--- src/rtl/sel_data_in_if.sv ---
// Beat-in / FIFO-write bus of the channel demultiplexer.
// The bench side drives beats and per-channel full flags; the block drives ready and write strobes.
interface sel_data_in_if #(
  parameter int NUM_CH = 80,
  parameter int DATA_W = 387,
  parameter int CH_W   = 7
);
  logic              valid_in;
  logic [DATA_W-1:0] data_in;
  logic [CH_W-1:0]   chid_in;
  logic              ready_out;
  logic [NUM_CH-1:0] fifo_full;
  logic [NUM_CH-1:0] fifo_write_enable;
  logic [DATA_W-1:0] fifo_data_out;

  modport master (
    output valid_in, data_in, chid_in, fifo_full,
    input  ready_out, fifo_write_enable, fifo_data_out
  );

  modport slave (
    input  valid_in, data_in, chid_in, fifo_full,
    output ready_out, fifo_write_enable, fifo_data_out
  );
endinterface

--- src/rtl/sel_data_in.sv ---
// Routes incoming beats to one of NUM_CH channel FIFOs with one cycle of latency,
// checking round-robin channel order, channel range and FIFO-full drops.
module sel_data_in #(
  parameter int NUM_CH = 80,
  parameter int DATA_W = 387,
  parameter int CH_W   = 7
) (
  input  logic         clk,
  input  logic         rst,
  input  logic         start,
  input  logic         stop,
  input  logic         clear,
  sel_data_in_if.slave bus,
  output logic         seq_err,
  output logic         chid_err,
  output logic [15:0]  drop_count
);

  localparam logic [CH_W:0]   NUM_CH_L = NUM_CH[CH_W:0];
  localparam logic [CH_W-1:0] LAST_CH  = CH_W'(NUM_CH - 1);

  typedef enum logic {IDLE, RUN} state_t;

  state_t            state;
  logic              ready;
  logic [CH_W-1:0]   exp_ch;
  logic              accept;
  logic              chid_ok;
  logic              take;
  logic              vld_p0;
  logic [CH_W-1:0]   chid_p0;
  logic [DATA_W-1:0] data_p0;
  logic [DATA_W-1:0] hold_data;
  logic              write;
  logic              drop;

  function automatic logic [15:0] sat_inc(input logic [15:0] v);
    return (v == 16'hFFFF) ? v : v + 16'd1;
  endfunction

  function automatic logic [CH_W-1:0] next_ch(input logic [CH_W-1:0] c);
    return (c == LAST_CH) ? '0 : c + CH_W'(1);
  endfunction

  assign accept  = bus.valid_in & ready;
  assign chid_ok = ({1'b0, bus.chid_in} < NUM_CH_L);
  assign take    = accept & chid_ok;

  always_ff @(posedge clk or negedge rst) begin
    if (!rst) begin
      state  <= IDLE;
      ready  <= 1'b0;
      exp_ch <= '0;
    end else begin
      case (state)
        IDLE: begin
          if (start && !stop) begin
            state  <= RUN;
            ready  <= 1'b1;
            exp_ch <= '0;
          end
        end
        RUN: begin
          if (stop) begin
            state <= IDLE;
            ready <= 1'b0;
          end
          if (take) exp_ch <= next_ch(bus.chid_in);
        end
        default: begin
          state <= IDLE;
          ready <= 1'b0;
        end
      endcase
    end
  end

  assign bus.ready_out = ready;

  // ---- stage p0: capture accepted in-range beat ----
  always_ff @(posedge clk or negedge rst) begin
    if (!rst) vld_p0 <= 1'b0;
    else      vld_p0 <= take;
  end

  always_ff @(posedge clk) begin
    if (take) begin
      data_p0 <= bus.data_in;
      chid_p0 <= bus.chid_in;
    end
  end

  // ---- write cycle: full flag sampled live, strobe or drop ----
  assign write = vld_p0 & ~bus.fifo_full[chid_p0];
  assign drop  = vld_p0 &  bus.fifo_full[chid_p0];

  assign bus.fifo_write_enable = write ? ({{(NUM_CH-1){1'b0}}, 1'b1} << chid_p0) : '0;
  // Dropped beats must not disturb the bus, so the output falls back to the last written word.
  assign bus.fifo_data_out     = write ? data_p0 : hold_data;

  always_ff @(posedge clk or negedge rst) begin
    if (!rst)       hold_data <= '0;
    else if (write) hold_data <= data_p0;
  end

  always_ff @(posedge clk or negedge rst) begin
    if (!rst) begin
      seq_err    <= 1'b0;
      chid_err   <= 1'b0;
      drop_count <= '0;
    end else if (clear) begin
      seq_err    <= 1'b0;
      chid_err   <= 1'b0;
      drop_count <= '0;
    end else begin
      if (take && (bus.chid_in != exp_ch)) seq_err  <= 1'b1;
      if (accept && !chid_ok)              chid_err <= 1'b1;
      if (drop)                            drop_count <= sat_inc(drop_count);
    end
  end

endmodule

--- src/flat_wrapper.sv ---
// flat-port wrapper written by rule: the top's interface ports become plain ports
module sel_data_in_flat 
#(
  parameter int NUM_CH = 80,
  parameter int DATA_W = 387,
  parameter int CH_W   = 7
)
  (clk, rst, start, stop, clear, seq_err, chid_err, drop_count, bus_valid_in, bus_data_in, bus_chid_in, bus_fifo_full, bus_ready_out, bus_fifo_write_enable, bus_fifo_data_out);
  sel_data_in_if #(.NUM_CH(NUM_CH), .DATA_W(DATA_W), .CH_W(CH_W)) bus_i ();
  input  logic clk;
  input  logic rst;
  input  logic start;
  input  logic stop;
  input  logic clear;
  output logic seq_err;
  output logic chid_err;
  output logic [15:0] drop_count;
  input wire logic [$bits(bus_i.valid_in)-1:0] bus_valid_in;
  input wire logic [$bits(bus_i.data_in)-1:0] bus_data_in;
  input wire logic [$bits(bus_i.chid_in)-1:0] bus_chid_in;
  input wire logic [$bits(bus_i.fifo_full)-1:0] bus_fifo_full;
  output wire logic [$bits(bus_i.ready_out)-1:0] bus_ready_out;
  output wire logic [$bits(bus_i.fifo_write_enable)-1:0] bus_fifo_write_enable;
  output wire logic [$bits(bus_i.fifo_data_out)-1:0] bus_fifo_data_out;
  assign bus_i.valid_in = bus_valid_in;
  assign bus_i.data_in = bus_data_in;
  assign bus_i.chid_in = bus_chid_in;
  assign bus_i.fifo_full = bus_fifo_full;
  assign bus_ready_out = bus_i.ready_out;
  assign bus_fifo_write_enable = bus_i.fifo_write_enable;
  assign bus_fifo_data_out = bus_i.fifo_data_out;
  sel_data_in #(.NUM_CH(NUM_CH), .DATA_W(DATA_W), .CH_W(CH_W)) u_core (.clk(clk), .rst(rst), .start(start), .stop(stop), .clear(clear), .bus(bus_i), .seq_err(seq_err), .chid_err(chid_err), .drop_count(drop_count));
endmodule
--- config.mk ---
export PLATFORM = sky130hd
export DESIGN_NAME = sel_data_in_flat
export DESIGN_NICKNAME = d
export VERILOG_FILES = /design/src/rtl/sel_data_in_if.sv /design/src/rtl/sel_data_in.sv /design/src/flat_wrapper.sv
export SDC_FILE = /design/constraint.sdc
export NUM_CORES = 1
export LEC_CHECK = 0
export ABC_AREA = 0
export CAP_MARGIN = 0
export CORE_AREA = 2 2 372 374
export DETAILED_ROUTE_END_ITERATION = 10
export DIE_AREA = 0 0 374 376
export GPL_ROUTABILITY_DRIVEN = 0
export SLEW_MARGIN = 20
export SYNTH_ARGS = -nofsm -noshare
export SYNTH_HDL_FRONTEND = slang
export SYNTH_SLANG_ARGS = --single-unit
--- constraint.sdc ---
create_clock -name clk -period 15.4 [get_ports clk]
set_input_delay 3.08 -clock clk [delete_from_list [all_inputs] [get_ports clk]]
set_output_delay 3.08 -clock clk [all_outputs]
set_load 0.03 [all_outputs]
==> metrics.txt, run 1 <==
outcome finished, violations left; failing checks slew limit; overall via count from detail_route 17500; post-synthesis simple-gate area fraction 0.0318; warning count from the yosys run 0; area fraction in compound gates after synthesis 0.0113; final setup slack of the worst path 4720 ps; number of inserted filler cells in the final layout 13400; number of instances resized during post-cts repair 0; power consumption 7.41 mW; maximum fanout along the worst path 72; cts hold-fix bufs 0; data arrival time of the critical path 7600 ps; endpoint class of the critical path primary output; chain of cells forming the critical path clkdlybuf4s50_1 > mux4_2 > nor2_1 > o41ai_1 > o211ai_2 > o211ai_4 > buf_4 > buf_4 > mux2_2 > clkdlybuf4s50_1; PD cells 170 nW/um2; fin cells 4456; ratio of cells with drive above 1 in the final layout 0.223; die area 141000 um2; number of synthesized register bits 809; wire length of the first global-routing pass 126000 um; post-route clock skew 33.9 ps; GRT Max-Usage Layer met2; Vias/cell 3.92; setup repair after global routing missed its margin false; clk sinks 809; footprint of the multi-input gates 6330 um2; Core Rows 136; number of remaining DRC errors 0; Final Max Tran Viols 16; number of flops mapped to enable cells by yosys 394; critical path's largest stage delay 840 ps; Clock H-tree levels 3; startpoint kind of the worst setup timing path input port; largest family of logic cells by synthesized area multiplexers; Worst-Skew Late Latency 690 ps; starting utilization of the core area 0.212; global routing usage summed across all routing layers 0.121; standby leakage power 16.2 nW; leading cell type in the layout, fill and taps excluded clkdlybuf4s50_1; Mapped Avg Cell Area 18.4 um2; flip-flop and latch area 22200 um2; final cycle utilization of the critical path 0.694; leading cell types in the layout, fill and taps excluded clkdlybuf4s50_1, dfrtp_1, mux2_2; number of detailed-route iterations in the first pass 5; final count of hold timing violations 0; max-cap violation count 0; total standard cell area after synthesis 28900 um2; post-synthesis async set-or-reset flop share 0.513; number of port buffers 965; Post-Syn Nets 2051; share of the synthesized netlist area taken by xor and xnor gates 0.00333; io pins 966; critical path required time 12320 ps; sequential element share of the synthesized area 0.768; total CTS buffers 90; critical setup path kind in -> out; clock period minus final worst setup slack 10680 ps; horizontal die dimension 374 um; main flop type after synthesis dfrtp_1; die outline height 376 um; final net count 3056; Adder-Cell Fraction of Synth Area 0.000866; met2 usage in global routing 0.209; clock-pin slew of the registers on the worst-case setup and hold paths 60 ps; largest net degree at the start of global routing 150; register-to-register setup slack 10780 ps; total length of routed wires 88700 um; core region area 137000 um2; clock tree from TritonCTS done; met1 usage 0.133; worst setup slack after placement 4770 ps; DRC marker count from the first detailed-route iteration 908; Max rail drop VDD 0.0978 mV; accumulated negative setup slack 0 ps; cell count after placement 4276; deepest clock path buffer count 3; post-route ant nets 0; synth unique cells 49; DR WL/cell 19.9 um; transition time of the tightest slew-check pin 1510 ps; worst min-delay path class reg -> reg; GRT overflow 0; final setup violation count 0; upper clock frequency limit 93.6 MHz; number of instances in the synthesized netlist 1569; share of synthesized area spent on multiplexers 0.171; number of antenna violations at the first check in global routing 24; # Post-CTS Setup Buffers 0; CTS root buffer clkbuf_16; grt met3 use 0.0468; via count of the first global-routing pass 18300; total half-perimeter wirelength after legalization and detailed placement 65200 um; Worst slew margin -0.00855; Area growth syn-to-layout 51.2%; Critical Path Slowest Stage Cell buf_4
## worst max-delay path, delay by kind of cell
kind / cells / cell delay, ps
compound gates: 3 / 1070
buf+inv: 4 / 2620
mux: 2 / 690
simple gates: 1 / 50
## synth_stat cells, types with 2 or more instances
library cell,instances,area (um2)
xnor2_1,7,61.3
o21ai_0,9,45.0
a311oi_1,4,35.0
nand2_1,19,71.3
edfxtp_1,394,11800
nor4_1,3,18.8
nand2b_1,4,25.0
a21oi_1,7,35.0
nor2_1,107,402
and3_1,9,56.3
nor2b_1,16,100
mux2i_1,4,40.0
o41ai_1,2,17.5
or4b_1,3,30.0
or3_1,3,18.8
xor2_1,4,35.0
nand4_1,7,43.8
nand3_1,17,85.1
buf_2,54,270
inv_1,9,33.8
dfrtp_1,415,10400
mux4_2,15,338
a31o_2,6,52.6
nor3_1,3,15.0
clkbuf_1,13,48.8
mux2_2,406,4570
o22ai_1,3,18.8
ha_1,2,25.0
o211ai_2,2,25.0
nor3b_1,3,22.5
## metrics by stage
stage	hold slack (ps)	cell area [um2]	utilization
2_1_floorplan	469	28900	-
3_3_place_gp	475	40700	0.298
5_1_grt	502	43700	0.320
6_report	486	43700	0.320
3_5_place_dp	481	40700	0.298
4_1_cts	493	43700	0.320
## kinds of logic after synthesis
kind of cell / after synthesis
buf+inv: 79
xor+xnor: 11
flops: 809
simple gates: 198
fa+ha+maj: 2
compound gates: 45
mux: 425
## routing by layer
layer / vias to the layer above / share of wire
met4: 14 / 0.034
li1: 7789 / -
met2: 666 / 0.51
met5: - / 0.0011
met1: 8857 / 0.37
met3: 160 / 0.085
## power by group
| part | total, mW | internal (mW) | switching, mW |
|---|---|---|---|
| sequential | 2.83 | 2.72 | 0.111 |
| combinational | 2.41 | 1.04 | 1.37 |
| clock | 2.17 | 1.25 | 0.919 |
## sequential cells by signal, summed over array words and instances, names as in the netlist
| name | cells |
|---|---|
| u_core.drop_count | 16 |
| u_core.exp_ch | 7 |
| u_core.state | 1 |
| u_core.data_p0 | 387 |
| u_core.seq_err | 1 |
| u_core.hold_data | 387 |
| u_core.chid_p0 | 7 |
| u_core.bus.ready_out | 1 |
| u_core.vld_p0 | 1 |
| u_core.chid_err | 1 |
## path summary, 6_finish.rpt
path | startpoint | cells after the start | to
min | u_core.data_p0[292] | 1 | u_core.hold_data[292]
max reg2reg | u_core.chid_p0[2] | 8 | u_core.hold_data[76]
min in group asynchronous | rst | 1 | u_core.hold_data[275]
min reg2reg | u_core.data_p0[292] | 1 | u_core.hold_data[292]
max in group asynchronous | rst | 3 | u_core.hold_data[11]
max | bus_fifo_full[72] | 10 | bus_fifo_data_out[85]
## final cells by class
cell class | count | area share
sequential | 809 | 0.508
antenna | 10 | 0.000573
tap | 1794 | 0.0514
multi-input combinational | 681 | 0.145
clock inverter | 44 | 0.0114
inverter | 9 | 0.000773
clock buffer | 126 | 0.0578
timing repair buffer | 983 | 0.225
(Power assumes the default switching activity.)
==> run 2, diff against run 1 <==
==> constraint.sdc (replaced) <==
create_clock -name clk -period 11 [get_ports clk]
set_input_delay 2.2 -clock clk [delete_from_list [all_inputs] [get_ports clk]]
set_output_delay 2.2 -clock clk [all_outputs]
set_load 0.03 [all_outputs]
==> run 2 against run 1 <==
  * The run now ends clean
  * Global-route usage increased by 0.086 points
  * Cell count about the same
  * Sequential power rose by 40%
  * Die area did not move
  * Clock-buffer cell count grew 11
  * Largest power group unchanged
  * Combinational power grew 40%
  * Sequential share of layout area decreased by 0.14 points
  * Register-to-register slack lost 3700 ps
  * First-iteration DRC count increased by 7.7%
==> metrics.txt, run 2 (same netlist as run 1, synthesis figures left out) <==
number of instances resized during post-cts repair 0 (unchanged); total half-perimeter wirelength after legalization and detailed placement 63900 um (-2.1%); Worst slew margin 0.303 (+0.312); leading cell types in the layout, fill and taps excluded clkdlybuf4s50_1, dfrtp_1, mux2_2; outcome complete, no violations; flip-flop and latch area 22200 um2 (unchanged); post-route clock skew 39.3 ps (+5.33 ps); data arrival time of the critical path 6110 ps (-1490 ps); Top Metal Used met5; upper clock frequency limit 120 MHz; final net count 3056 (unchanged); total CTS buffers 92 (+2.2%); DR WL/cell 19.9 um (about the same); max-cap violation count 0 (unchanged); accumulated negative setup slack 0 ps (unchanged); maximum fanout along the worst path 16 (-78%); critical path required time 8800 ps (-3520 ps); largest net degree at the start of global routing 150 (unchanged); GRT overflow 0 (unchanged); wire length of the first global-routing pass 127000 um (+0.46%); length of routed met2 wiring 44600 um (-1.8%); worst setup slack after placement 2610 ps (-2160 ps); Vias/cell 3.90 (-0.65%); final setup slack of the worst path 2690 ps (-2030 ps); core region area 137000 um2 (unchanged); total length of routed wires 88800 um (+0.11%); die outline height 376 um (unchanged); Worst-Skew Late Latency 690 ps (about the same); final cycle utilization of the critical path 0.756; post-route core utilization 0.321 (+0.000897); registers with the most flip-flops u_core.data_p0 x387, u_core.hold_data x387, u_core.drop_count x16; final count of hold timing violations 0 (unchanged); transition time of the tightest slew-check pin 1050 ps (-468 ps); DRC marker count from the first detailed-route iteration 978 (+7.7%); cts hold-fix bufs 0 (unchanged); global routing usage summed across all routing layers 0.122 (+0.000865); number of inserted filler cells in the final layout 13400 (-0.57%); Clock H-tree levels 3 (unchanged); clk sinks 809 (unchanged); # Post-CTS Setup Buffers 0 (unchanged); via count of the first global-routing pass 18500 (+1.2%); Max rail drop VDD 0.208 mV (+110%); critical hold path startpoint u_core.data_p0[154]; horizontal die dimension 374 um (unchanged); endpoint class of the critical path primary output; detailed-route wire length on metal 1 33100 um (+1.6%); io pins 966 (unchanged); clock tree from TritonCTS done; die area 141000 um2 (unchanged); CTS root buffer clkbuf_16; WL met3 7660 um (+1.1%); Final Max Tran Viols 0 (-16); start point of the critical path bus_fifo_full[61]; clock-pin slew of the registers on the worst-case setup and hold paths 70 ps (about the same); overall via count from detail_route 17400 (-0.62%); clock period minus final worst setup slack 8310 ps; number of stages on the worst hold path 1 (unchanged); deepest clock path buffer count 3 (unchanged); critical setup path kind in -> out; Core Rows 136 (unchanged); number of antenna violations at the first check in global routing 16 (-33%); endpoint of the worst hold path u_core.hold_data[154]; number of port buffers 965 (unchanged); standby leakage power 16.2 nW (+0.23%); number of remaining DRC errors 0 (unchanged); worst min-delay path class reg -> reg; final setup violation count 0 (unchanged); post-route ant nets 0 (unchanged); ratio of cells with drive above 1 in the final layout 0.222 (-0.000922); register-to-register setup slack 7040 ps (-3740 ps); PD cells 239 nW/um2 (+41%); RR Endpoint u_core.hold_data[327]; footprint of the multi-input gates 6330 um2 (unchanged); Fin Hold WS 485 ps (-0.899 ps); cell count of the worst reg-to-reg path 7 (-1); setup repair after global routing missed its margin false; leading cell type in the layout, fill and taps excluded clkdlybuf4s50_1; starting utilization of the core area 0.212 (unchanged); Area growth syn-to-layout 51.6%; number of detailed-route iterations in the first pass 5 (unchanged); Reg2Reg Launch Point u_core.chid_p0[2]; startpoint kind of the worst setup timing path input port
run 2: cell types whose count changed in the layout (fill, tap and decap cells not counted), sizes merged:
cell    before  now
buf         20   18
bufinv       5    6
clkbuf     126  137
clkinv      32   24
diode       10    9
run 2: cell type report:
type                    count  share of cell area
well taps                1794              0.0512
clock buffers             137              0.0600
inverters                   9            0.000771
flip-flops and latches    809               0.507
diodes                      9            0.000514
multi-input cells         681               0.144
clock inverters            37              0.0114
repair buffers            981               0.225
run 2: how the worst max path moves through the flow:
| stage | cells after the start | to | slack (ps) |
|---|---|---|---|
| floorplan | 6 | u_core.exp_ch[1] | 1670 |
| finish | 9 | bus_fifo_write_enable[50] | 2690 |
| global placement | 9 | bus_fifo_write_enable[34] | 2560 |
| detailed placement | 9 | bus_fifo_write_enable[34] | 2610 |
| global route | 9 | bus_fifo_write_enable[34] | 2400 |
| CTS | 9 | bus_fifo_write_enable[34] | 2600 |
run 2: worst max-delay path: stages:
cell and delay, ps:
clkdlybuf4s50_1 420, mux4_2 460, mux2i_1 170, nor3_1 70
o311ai_1 450, o211ai_4 370, or4b_1 890, nor2_1 350
clkdlybuf4s50_1 740
run 2: where the power goes:
part           internal [mW]  switching (mW)
Clock                   1.82            1.32
Sequential              3.81           0.155
Combinational           1.46            1.92
Total                   7.09            3.39
run 2: through the flow:
stage	instance area, um2	total power [mW]	std cells
after floorplan	28900	5.89	1569
after global placement	40700	7.40	4274
after detailed placement	40700	7.43	4274
after CTS	43800	10.7	4448
after global routing	43800	10.9	4455
final	43800	10.5	4457
run 2: metal layers:
| metal | GRT usage | up-vias |
|---|---|---|
| li1 | - | 7794 |
| met2 | 0.207 | 620 |
| met3 | 0.0470 | 164 |
| met4 | 0.0596 | 12 |
| met5 | 0 | - |
| met1 | 0.134 | 8787 |
==> run 3, diff against run 2 <==
==> constraint.sdc (replaced) <==
create_clock -name clk -period 8.1 [get_ports clk]
set_input_delay 1.62 -clock clk [delete_from_list [all_inputs] [get_ports clk]]
set_output_delay 1.62 -clock clk [all_outputs]
set_load 0.03 [all_outputs]
==> run 3 against run 2 <==
  * Global-route usage is 0.072 points lower
  * Largest power group unchanged
  * Cell count hardly changed
  * First-iteration DRC count is 7.9% lower
  * Sequential power is 36% higher
  * Clock-buffer cell count is 15 lower
  * Critical path type unchanged
  * Power is 34% higher
  * Wire length is 0.36% lower
==> metrics.txt, run 3 (same netlist as run 1, synthesis figures left out) <==
number of port buffers 965 (unchanged); final net count 3057 (+0.033%); standby leakage power 16.2 nW (-0.25%); final count of hold timing violations 0 (unchanged); post-route clock skew 69.0 ps (+29.7 ps); flip-flop and latch area 22200 um2 (unchanged); switching share of power 0.324 (+0.000631); total CTS buffers 90 (-2.2%); outcome complete, no violations; GRT overflow 0 (unchanged); largest net degree at the start of global routing 149 (-0.67%); part of the total power dissipated in sequential elements 0.382 (+0.004); critical path required time 6480 ps (-2320 ps); Max rail drop VDD 0.196 mV (-5.6%); starting utilization of the core area 0.212 (unchanged); data arrival time of the critical path 5490 ps (-620 ps); DRC marker count from the first detailed-route iteration 901 (-7.9%); global routing usage summed across all routing layers 0.122 (-0.000724); final cycle utilization of the critical path 0.877; total half-perimeter wirelength after legalization and detailed placement 64400 um (+0.91%); PD cells 322 nW/um2 (+35%); maximum fanout along the worst path 16 (unchanged); total length of routed wires 88500 um (-0.36%); DR WL/cell 19.9 um (-0.27%); leading cell type in the layout, fill and taps excluded clkdlybuf4s50_1; die outline height 376 um (unchanged); Clock H-tree levels 3 (unchanged); GRT Max-Usage Layer met2; die area 141000 um2 (unchanged); number of antenna violations at the first check in global routing 28 (+12); Worst-Skew Late Latency 710 ps (+20 ps); startpoint kind of the worst setup timing path input port; number of detailed-route iterations in the first pass 6 (+1); Reg2Reg Launch Point u_core.chid_p0[2]; start point of the critical path bus_fifo_full[62]; CTS root buffer clkbuf_16; deepest clock path buffer count 3 (unchanged); number of instances resized during post-cts repair 0 (unchanged); core region area 137000 um2 (unchanged); grt met3 use 0.0414 (-0.00552); setup repair after global routing missed its margin false; critical setup path kind in -> out; power share of the clock group 0.292 (-0.007); clock tree from TritonCTS done; via count of the first global-routing pass 18400 (-0.89%); clock period minus final worst setup slack 7110 ps; max-cap violation count 0 (unchanged); met1 usage 0.138 (+0.00343); worst setup slack after placement 1050 ps (-1570 ps); number of remaining DRC errors 0 (unchanged); Final Max Tran Viols 0 (unchanged); number of inserted filler cells in the final layout 13400 (+0.38%); overall via count from detail_route 17400 (+0.28%); io pins 966 (unchanged); horizontal die dimension 374 um (unchanged); Core Rows 136 (unchanged); final setup slack of the worst path 994 ps (-1690 ps); ratio of cells with drive above 1 in the final layout 0.223 (+0.000336); Worst slew margin 0.291 (-0.0118); cts hold-fix bufs 0 (unchanged); Area growth syn-to-layout 51.4%; clk sinks 809 (unchanged); registers with the most flip-flops u_core.data_p0 x387, u_core.hold_data x387, u_core.drop_count x16; met2 usage in global routing 0.209 (+0.00172); wire length of the first global-routing pass 127000 um (about the same); footprint of the multi-input gates 6330 um2 (unchanged); critical hold path startpoint u_core.data_p0[29]; combinational fraction of design power 0.326 (+0.003); endpoint class of the critical path primary output; final setup violation count 0 (unchanged); upper clock frequency limit 141 MHz; post-route ant nets 0 (unchanged); leading cell types in the layout, fill and taps excluded clkdlybuf4s50_1, dfrtp_1, mux2_2; worst min-delay path class reg -> reg; Vias/cell 3.91 (+0.37%); internal portion of total power 9.53 mW (+34%); # Post-CTS Setup Buffers 0 (unchanged); accumulated negative setup slack 0 ps (unchanged); switching power 4.57 mW (+35%); clock-pin slew of the registers on the worst-case setup and hold paths 60 ps (about the same); transition time of the tightest slew-check pin 1060 ps (+17.8 ps)
## run 3: changes by cell type in the layout (fill, tap and decap cells not counted), sizes merged
cell,previous run,this run
buf,18,21
clkbuf,137,122
clkinvlp,2,7
clkinv,24,27
## run 3: layout make-up
class / instances / area share
flip-flops and latches: 809 / 0.508
clock inverters: 45 / 0.0126
diodes: 9 / 0.000515
repair buffers: 984 / 0.226
inverters: 9 / 0.000772
clock buffers: 122 / 0.0563
well taps: 1794 / 0.0513
multi-input cells: 681 / 0.145
## run 3: layer usage
metal | share of wire | vias to the layer above
met5 | 0.0018 | -
met3 | 0.077 | 151
met4 | 0.029 | 26
met2 | 0.51 | 597
li1 | - | 7800
met1 | 0.38 | 8851
## run 3: metrics by stage
step	cells	power [mW]	utilization	hold slack, ps	cell area (um2)
finish	4453	14.1	0.320	473	43800
global route	4452	14.7	0.320	486	43800
floorplan	1569	7.98	-	469	28900
global placement	4277	10.0	0.298	474	40700
CTS	4444	14.3	0.320	477	43700
detailed placement	4277	10.1	0.298	481	40700
## run 3: power groups by stage
stage,registers [mW],logic [mW],clock network (mW)
detailed placement,5.47,4.63,0
CTS,5.39,4.66,4.26
finish,5.39,4.59,4.12
floorplan,5.39,2.59,0
global placement,5.44,4.61,0
global route,5.47,4.80,4.42
## run 3: path summary, 6_finish.rpt
kind                                              to  slack (ps)  cells past startpoint
min reg2reg                     u_core.hold_data[29]         470                      1
min in group asynchronous      u_core.hold_data[379]        1020                      1
min                             u_core.hold_data[29]         470                      1
max reg2reg                    u_core.hold_data[314]        4230                      8
max in group asynchronous       u_core.hold_data[30]        5560                      2
max                        bus_fifo_write_enable[44]         990                      9
## run 3: critical path, cell delays in order
cell,delay (ps)
clkdlybuf4s50_1,420
mux4_2,470
mux2i_1,220
nor3_1,70
o311ai_1,460
o211ai_4,210
or4b_1,850
nor2_1,390
clkdlybuf4s50_1,750
